==> config.mk <==
export PLATFORM = sky130hd
export DESIGN_NAME = uart_transmitter
export DESIGN_NICKNAME = d
export VERILOG_FILES = /design/src/rtl/uart_pkg.sv /design/src/rtl/uart_baud_ticker.sv /design/src/rtl/uart_transmitter.sv
export SDC_FILE = /design/constraint.sdc
export NUM_CORES = 1
export LEC_CHECK = 0
export CORE_ASPECT_RATIO = 0.8
export CORE_MARGIN = 3
export CORE_UTILIZATION = 30
export DETAILED_ROUTE_END_ITERATION = 8
export PLACE_DENSITY = 0.47
export RECOVER_POWER = 50
export SLEW_MARGIN = 20
export SYNTH_ARGS = -nofsm -noshare
export SYNTH_HDL_FRONTEND = slang
export SYNTH_HIERARCHICAL = 1
export SYNTH_SLANG_ARGS = --single-unit
==> constraint.sdc <==
create_clock -name clk -period 3 [get_ports clk]
set_input_delay 0.6 -clock clk [delete_from_list [all_inputs] [get_ports clk]]
set_output_delay 0.6 -clock clk [all_outputs]
set_load 0.005 [all_outputs]
==> src/rtl/uart_pkg.sv <==
// Constants and the transmit FSM state type shared by the UART transmit and receive halves.
// One 8N1 framing definition for both directions.
package uart_pkg;

    localparam int UART_DATA_BITS            = 8;
    localparam int UART_DEFAULT_CLKS_PER_BIT = 16;

    typedef enum logic [1:0] {
        IDLE  = 2'd0,
        START = 2'd1,
        DATA  = 2'd2,
        STOP  = 2'd3
    } tx_state_t;

endpackage

==> src/rtl/uart_baud_ticker.sv <==
// Bit-period counter: runs 0..CLKS_PER_BIT-1 while enabled and flags the last cycle of each bit.
// Wraps explicitly on bit_end, so every serial bit lasts exactly CLKS_PER_BIT cycles.
module uart_baud_ticker #(
    parameter int CLKS_PER_BIT = 16
) (
    input  logic clk,
    input  logic rst,
    input  logic i_clear,
    input  logic i_enable,
    output logic o_bit_end
);

    localparam int W = (CLKS_PER_BIT > 1) ? $clog2(CLKS_PER_BIT) : 1;
    localparam logic [W-1:0] LAST_TICK = W'(CLKS_PER_BIT - 1);

    logic [W-1:0] r_tick_cnt;

    always_ff @(posedge clk) begin
        if (rst || i_clear) begin
            r_tick_cnt <= '0;
        end else if (i_enable) begin
            r_tick_cnt <= o_bit_end ? '0 : r_tick_cnt + 1'b1;
        end
    end

    assign o_bit_end = (r_tick_cnt == LAST_TICK);

endmodule

==> src/rtl/uart_transmitter.sv <==
// 8N1 UART transmitter: one-entry holding buffer behind a valid/ready port feeding an LSB-first shifter.
// Frames are sent back to back with no idle gap when the buffer is refilled in time.
module uart_transmitter
    import uart_pkg::*;
#(
    parameter int CLKS_PER_BIT = UART_DEFAULT_CLKS_PER_BIT,
    parameter int STOP_BITS    = 1
) (
    input  logic                      clk,
    input  logic                      rst,
    input  logic [UART_DATA_BITS-1:0] tx_data,
    input  logic                      tx_data_valid,
    output logic                      tx_ready,
    output logic                      tx_serial,
    output logic                      tx_busy,
    output logic                      tx_done
);

    localparam logic [0:0] LAST_STOP = 1'(STOP_BITS - 1);
    localparam logic [2:0] LAST_BIT  = 3'(UART_DATA_BITS - 1);

    tx_state_t                 r_state;
    tx_state_t                 w_state_next;
    logic [UART_DATA_BITS-1:0] r_buf_data;
    logic                      r_buf_full;
    logic                      r_tx_ready;
    logic [UART_DATA_BITS-1:0] r_shifter;
    logic [UART_DATA_BITS-1:0] w_shifter_next;
    logic [2:0]                r_bit_idx;
    logic [2:0]                w_bit_idx_next;
    logic [0:0]                r_stop_idx;
    logic [0:0]                w_stop_idx_next;
    logic                      r_tx_serial;
    logic                      w_serial_next;
    logic                      w_take;
    logic                      w_accept;
    logic                      w_bit_end;
    logic                      w_tx_done;

    uart_baud_ticker #(
        .CLKS_PER_BIT (CLKS_PER_BIT)
    ) u_ticker (
        .clk       (clk),
        .rst       (rst),
        .i_clear   (r_state == IDLE),
        .i_enable  (r_state != IDLE),
        .o_bit_end (w_bit_end)
    );

    assign w_accept = tx_data_valid && r_tx_ready;

    // Accept and take are mutually exclusive: accept needs an empty buffer, take a full one.
    always_ff @(posedge clk) begin
        if (rst) begin
            r_buf_full <= 1'b0;
            r_tx_ready <= 1'b1;
            r_buf_data <= '0;
        end else if (w_take) begin
            r_buf_full <= 1'b0;
            r_tx_ready <= 1'b1;
        end else if (w_accept) begin
            r_buf_full <= 1'b1;
            r_tx_ready <= 1'b0;
            r_buf_data <= tx_data;
        end
    end

    always_ff @(posedge clk) begin
        if (rst) begin
            r_state     <= IDLE;
            r_shifter   <= '0;
            r_bit_idx   <= '0;
            r_stop_idx  <= '0;
            r_tx_serial <= 1'b1;
        end else begin
            r_state     <= w_state_next;
            r_shifter   <= w_shifter_next;
            r_bit_idx   <= w_bit_idx_next;
            r_stop_idx  <= w_stop_idx_next;
            r_tx_serial <= w_serial_next;
        end
    end

    always_comb begin
        w_state_next    = r_state;
        w_shifter_next  = r_shifter;
        w_bit_idx_next  = r_bit_idx;
        w_stop_idx_next = r_stop_idx;
        w_take          = 1'b0;
        case (r_state)
            IDLE: begin
                if (r_buf_full) begin
                    w_take         = 1'b1;
                    w_shifter_next = r_buf_data;
                    w_state_next   = START;
                end
            end
            START: begin
                if (w_bit_end) begin
                    w_state_next   = DATA;
                    w_bit_idx_next = '0;
                end
            end
            DATA: begin
                if (w_bit_end) begin
                    w_shifter_next = {1'b0, r_shifter[UART_DATA_BITS-1:1]};
                    if (r_bit_idx == LAST_BIT) begin
                        w_state_next    = STOP;
                        w_bit_idx_next  = '0;
                        w_stop_idx_next = '0;
                    end else begin
                        w_bit_idx_next = r_bit_idx + 3'd1;
                    end
                end
            end
            STOP: begin
                if (w_bit_end) begin
                    if (r_stop_idx == LAST_STOP) begin
                        // Chain straight into the next start bit if a byte is waiting.
                        if (r_buf_full) begin
                            w_take         = 1'b1;
                            w_shifter_next = r_buf_data;
                            w_state_next   = START;
                        end else begin
                            w_state_next = IDLE;
                        end
                    end else begin
                        w_stop_idx_next = r_stop_idx + 1'b1;
                    end
                end
            end
            default: w_state_next = IDLE;
        endcase
    end

    // Line level follows the next state so the serial flop changes with the state register.
    always_comb begin
        w_serial_next = 1'b1;
        w_tx_done     = 1'b0;
        case (w_state_next)
            START:   w_serial_next = 1'b0;
            DATA:    w_serial_next = w_shifter_next[0];
            default: w_serial_next = 1'b1;
        endcase
        if (r_state == STOP && w_bit_end && r_stop_idx == LAST_STOP) begin
            w_tx_done = 1'b1;
        end
    end

    assign tx_ready  = r_tx_ready;
    assign tx_serial = r_tx_serial;
    assign tx_busy   = (r_state != IDLE);
    assign tx_done   = w_tx_done;

endmodule

Yosys cells after proc, flatten, opt, wreduce, memory -nomap -nowiden

Cells that the tools add are included.

Bits in registers: 29
Latch bits: 0
Memory bits (writable): 0
ROM bits: 0
Input bits: 11
Output and inout bits: 4
Logic and storage cells: 70
Memories: 0

$add $sub $neg: 3
$mul: 0
Divide/modulo/power cells: 0
Order comparisons: 0
Equality and inequality tests: 12
Shifts and indexed selects: 0
Multiplexer cells: 29
Bitwise logic cells: 2
Reduce and logical (&&, ||, !) cells: 14

Operators with widths:

| kind                                                  | number |
|---|---|
| two-way mux 8 bit                                     | 4 |
| one-hot mux 8 bit (3 select lines)                    | 1 |
| two-way mux 2 bit                                     | 6 |
| two-way mux 1 bit                                     | 9 |
| two-way mux 3 bit                                     | 3 |
| one-hot mux 2 bit (4 select lines)                    | 1 |
| AND reduction 4 bit                                   | 2 |
| equality test 2 bit, second input constant            | 3 |
| inequality test 2 x 1 -> 1 bit, second input constant | 3 |
| one-hot mux 1 bit (2 select lines)                    | 3 |
| one-hot mux 3 bit (2 select lines)                    | 1 |
| nonzero test 2 bit                                    | 3 |
| adder 4 x 1 -> 4 bit, second input constant           | 1 |
| equality test 2 x 1 -> 1 bit, second input constant   | 2 |
| equality test 4 bit, second input constant            | 1 |
| two-way mux 4 bit                                     | 1 |
| inequality test 2 bit, second input constant          | 2 |
| adder 3 x 1 -> 3 bit, second input constant           | 1 |
| equality test 3 bit, second input constant            | 1 |
| logical AND 1 bit                                     | 3 |
| AND reduction 3 bit                                   | 1 |
| nonzero test 3 bit                                    | 1 |
| zero test 2 bit                                       | 1 |
| inverter 1 bit                                        | 2 |
| 4 further kinds                                       | 4 |

Logic depth before layout (Yosys ltp)

Depth after elaboration: 6
Depth in mapped cells: 9
Depth with buffers taken out: 7

By module

The synthesis kept the hierarchy.

Modules (own cells, without submodules):

| module           | instances | cells an instance | area an instance (sq um) | sequential area each (sq um) |
|---|---|---|---|---|
| uart_transmitter | 1         | 132               | 1246.2                   | 480.5 |
| uart_baud_ticker | 1         | 19                | 180.2                    | 80.1 |

Least setup slack after synthesis

Ideal clock, no wire load.

Path type: reg-to-reg
Start: reg u_ticker.r_tick_cnt[0]
End: reg r_tx_serial (netlist: tx_serial)
Setup time: 0.120 ns
Data arrival time: 2.023 ns
Data required time: 2.880 ns
Path slack: 0.857 ns
Cell stages (with the launch flop): 10
Path buffers: 2
Period minus slack after synthesis: 2.143 ns
Cells stage by stage: dfxtp_1 ha_1 and3_1 buf_6 and2_2 buf_2 a31oi_1 a2bb2oi_1 ha_1 a211o_1

Longest elaborated chain between the ends: 5
Elaborated cells on any way between the ends: 11
Those cells by class: eq/ne: 3; mux: 8

Ends and longest elaborated chain:

| item                                                                | RTL line                                                                 | source |
|---|---|---|
| start, declared                                                     | uart_baud_ticker.sv:16                                                   | `logic [W-1:0] r_tick_cnt;` |
| start signal, assigned                                              | uart_baud_ticker.sv:22                                                   | `r_tick_cnt <= o_bit_end ? '0 : r_tick_cnt + 1'b1;` |
| equality test 4 bit (*)                                             | uart_baud_ticker.sv:26                                                   | `assign o_bit_end = (r_tick_cnt == LAST_TICK);` |
| named net w_bit_end                                                 | uart_transmitter.sv:37                                                   | `logic w_bit_end;` |
| two-way mux 2 bit (on tied branches)                                | uart_transmitter.sv:117, uart_transmitter.sv:99, uart_transmitter.sv:105 |  |
| one-hot mux 2 bit (4 select lines)                                  | uart_transmitter.sv:90                                                   | `case (r_state)` |
| equality test 2 bit or equality test 2 x 1 -> 1 bit (tied branches) | uart_transmitter.sv:140                                                  | `case (w_state_next)` |
| one-hot mux 1 bit (2 select lines) (*)                              | uart_transmitter.sv:140                                                  |  |
| end signal, assigned                                                | uart_transmitter.sv:80                                                   | `r_tx_serial <= w_serial_next;` |
| end, declared                                                       | uart_transmitter.sv:33                                                   | `logic r_tx_serial;` |

Mark *: on every way through the listed nets, which the timed path passes. The rest lies on a longest branch. The select of a mux whose other input is x is not followed.
A chain may end at the register's enable or synchronous reset.

Worst setup path after layout

Start: reg r_state[1]
End: out tx_busy

Longest elaborated chain between the ends: 1

Ends and longest elaborated chain:

| item                   | RTL line                | source |
|---|---|---|
| start, declared        | uart_transmitter.sv:22  | `tx_state_t r_state;` |
| start signal, assigned | uart_transmitter.sv:76  | `r_state <= w_state_next;` |
| nonzero test 2 bit     | uart_transmitter.sv:152 | `assign tx_busy = (r_state != IDLE);` |
| end, declared          | uart_transmitter.sv:15  | `output logic tx_busy,` |

Every way passes these cells.

==> flow_summary.ini <==
[run_status]
status = complete, no violations

[global_route]
grt.total_usage_pct = 11.7
grt_pass1_vias = 1056
grt_max_degree = 16
overflow = 0
grt_pass1_wl_mm = 5.20
antenna_found_initial = 0

[floorplanning]
die_area_sq_um = 5620
start_util_pct = 32.5
die_w_um = 83.1
rows = 21
die_h_um = 67.7
ios = 15
coreArea_sq_um = 4390

[setup_path]
path_max_fanout = 9
cpPeakStageDelay_ns = 0.55
worst_setup_path_start_kind = register
cp_cell_sequence = inv_1 -> ha_1 -> inv_1 -> clkdlybuf4s50_1
crit_type = reg2out
cp_common_cell = inv_1
critPathSlowestCell = clkdlybuf4s50_1
end_kind = output port
worstPathArrival_ns = 1.97
required_ns = 2.40

[timing]
fin_crit_sh_pct = 85.7
setup-tns-final_ns = 0
clock_skew_ns = 0.00446
setup_viol = 0
rsz0062_at_grt = no
tightest_slew_ns = 0.892
timing.fmax_mhz = 389
period_minus_slack_ns = 2.57
hold_viol_final = 0
final-max-slew-violation-count = 0
maxSlewHeadroom_pct = 40.5

[yosys]
avgSynthCellArea_sq_um = 9.45
ys_seq_area_share_pct = 39.3
synth-edff-count = 0
synth_cell_types = 39
postSynthCellCount = 151
synth_top_flop_cell = dfxtp_1
synth_area_sq_um = 1430
synth_fp_nets = 171
ys_warn_count = 6
synthArstFlopShare_pct = 0
ys_seq_elements = 28

[clocking]
cts_setup_buffers = 0
clock_latency_ns = 0.28
cts_resized = 0
htree_levels = 1
cts_tree = done
clk_path_buf_depth = 2
cts-hold-fix-buffers = 0
clk_pin_slew_ns = 0.10
cts_inserted_buffers = 3
clockRootBuffer = clkbuf_8
cts.sinks = 28

[routing]
via_count = 1102
routed_via_density = 5.01
drt_iter0_markers = 104
route.detailed.drc = 0
wl_mm = 2.97
routedWlPerCell_um = 13.5
drtPass1Iterations = 4
drtAntennaViolNets = 0

[final_layout]
fill_cells = 448
fin_nets = 184
syn_to_final_growth_pct = 14.4
final_common_cell = dfxtp_1
layout-drive-gt1-share_pct = 6.13
antenna_cells = 0
mostFrequentLayoutCells = 28 x dfxtp_1, 26 x nor2_1, 16 x mux2i_1

[flow_run]
cap_violations = 0

[power_and_ir_drop]
p_leak_uw = 0.000623
total_power_uw = 786
power_density_nw_per_um2 = 482
ir_worst_vdd_v = 0.000237

[place]
dp_hpwl_mm = 2.18
globalplace.congestion = 0.858
port_buffers = 14

[hold_path]
worstHoldPathType = reg2reg
-- cell families (layout without fill, tap and decap cells) --
| logic type | Yosys count | count (layout) | synth area share, % |
|---|---|---|---|
| buffers and inverters | 13 | 25 | 5.44 |
| xor gates and xnor gates | 3 | 3 | 1.84 |
| and+or+nand+nor | 45 | 45 | 15.4 |
| DFF | 28 | 28 | 39.3 |
| muxes | 16 | 16 | 11.2 |
| adders and majority gates | 9 | 9 | 7.89 |
| AOI/OAI and AO/OA | 37 | 37 | 18.9 |
-- area by class of cell --
type	instances	area (sq um)	share of cell area [%]
Clock buffer	4	55.1	3.37
Inverter	6	22.5	1.38
Multi-Input combinational cell	110	778	47.7
Sequential cell	28	561	34.4
Tap cell	57	71.3	4.37
Timing Repair Buffer	15	144	8.82
-- state kept, by name, summed over array words and instances (netlist names) --
signal / flops
r_bit_idx: 3
r_buf_data: 8
r_buf_full: 1
r_shifter: 8
r_state: 2
tx_ready: 1
tx_serial: 1
u_ticker/r_tick_cnt: 4
-- synth_stat cells, types with 3 or more instances --
cell	number	area share (%)
a21oi_1	4	1.4
a22oi_1	9	4.7
nor3_1	4	1.4
inv_1	6	1.6
o21ai_0	5	1.8
dfxtp_1	28	39
nand2_1	3	0.79
ha_1	9	7.9
o2bb2ai_1	6	3.7
nor2_1	26	6.8
mux2i_1	16	11
-- where the power goes --
group	switching, uW	internal (uW)	leakage, uW	total (uW)
clock	118	118	0.0000288	235
combinational	72.1	66.4	0.000366	139
sequential	21.9	390	0.000228	412
-- per-layer routing --
metal | up-vias | global-route usage (%) | routed length [um]
met1 | 513 | 15.6 | 1580
met2 | 21 | 18.9 | 1270
met5 | - | 0 | 0
met4 | 0 | 3.06 | 17
met3 | 2 | 3.05 | 106
li1 | 566 | - | -
-- path summary, 6_finish.rpt --
check             cells past startpoint            end  slack, ns          from
setup reg to reg                      6  r_buf_data[0]       0.53    r_state[1]
hold / removal                        2   r_shifter[7]       0.49  r_shifter[7]
setup / recovery                      4        tx_busy       0.43    r_state[1]
hold reg to reg                       2   r_shifter[7]       0.49  r_shifter[7]
-- critical path, delay by kind of cell, from the launching register on --
| kind | cells | cell delay, ns |
|---|---|---|
| flip-flops | 1 | 0.46 |
| buffers and inverters | 3 | 0.92 |
| adder cells (fa/ha/maj) | 1 | 0.31 |
-- stage by stage --
step	hold WS, ns	setup slack, ns	std cells	instance area [sq um]	util (%)
after global routing	0.535	0.288	220	1630	37.2
after global placement	0.475	0.729	216	1590	36.2
after CTS	0.487	0.412	220	1650	37.5
final	0.485	0.430	220	1630	37.2
after detailed placement	0.472	0.729	216	1590	36.2
after floorplan	0.454	0.857	151	1430	-
Power figures use the tool's default switching activity.
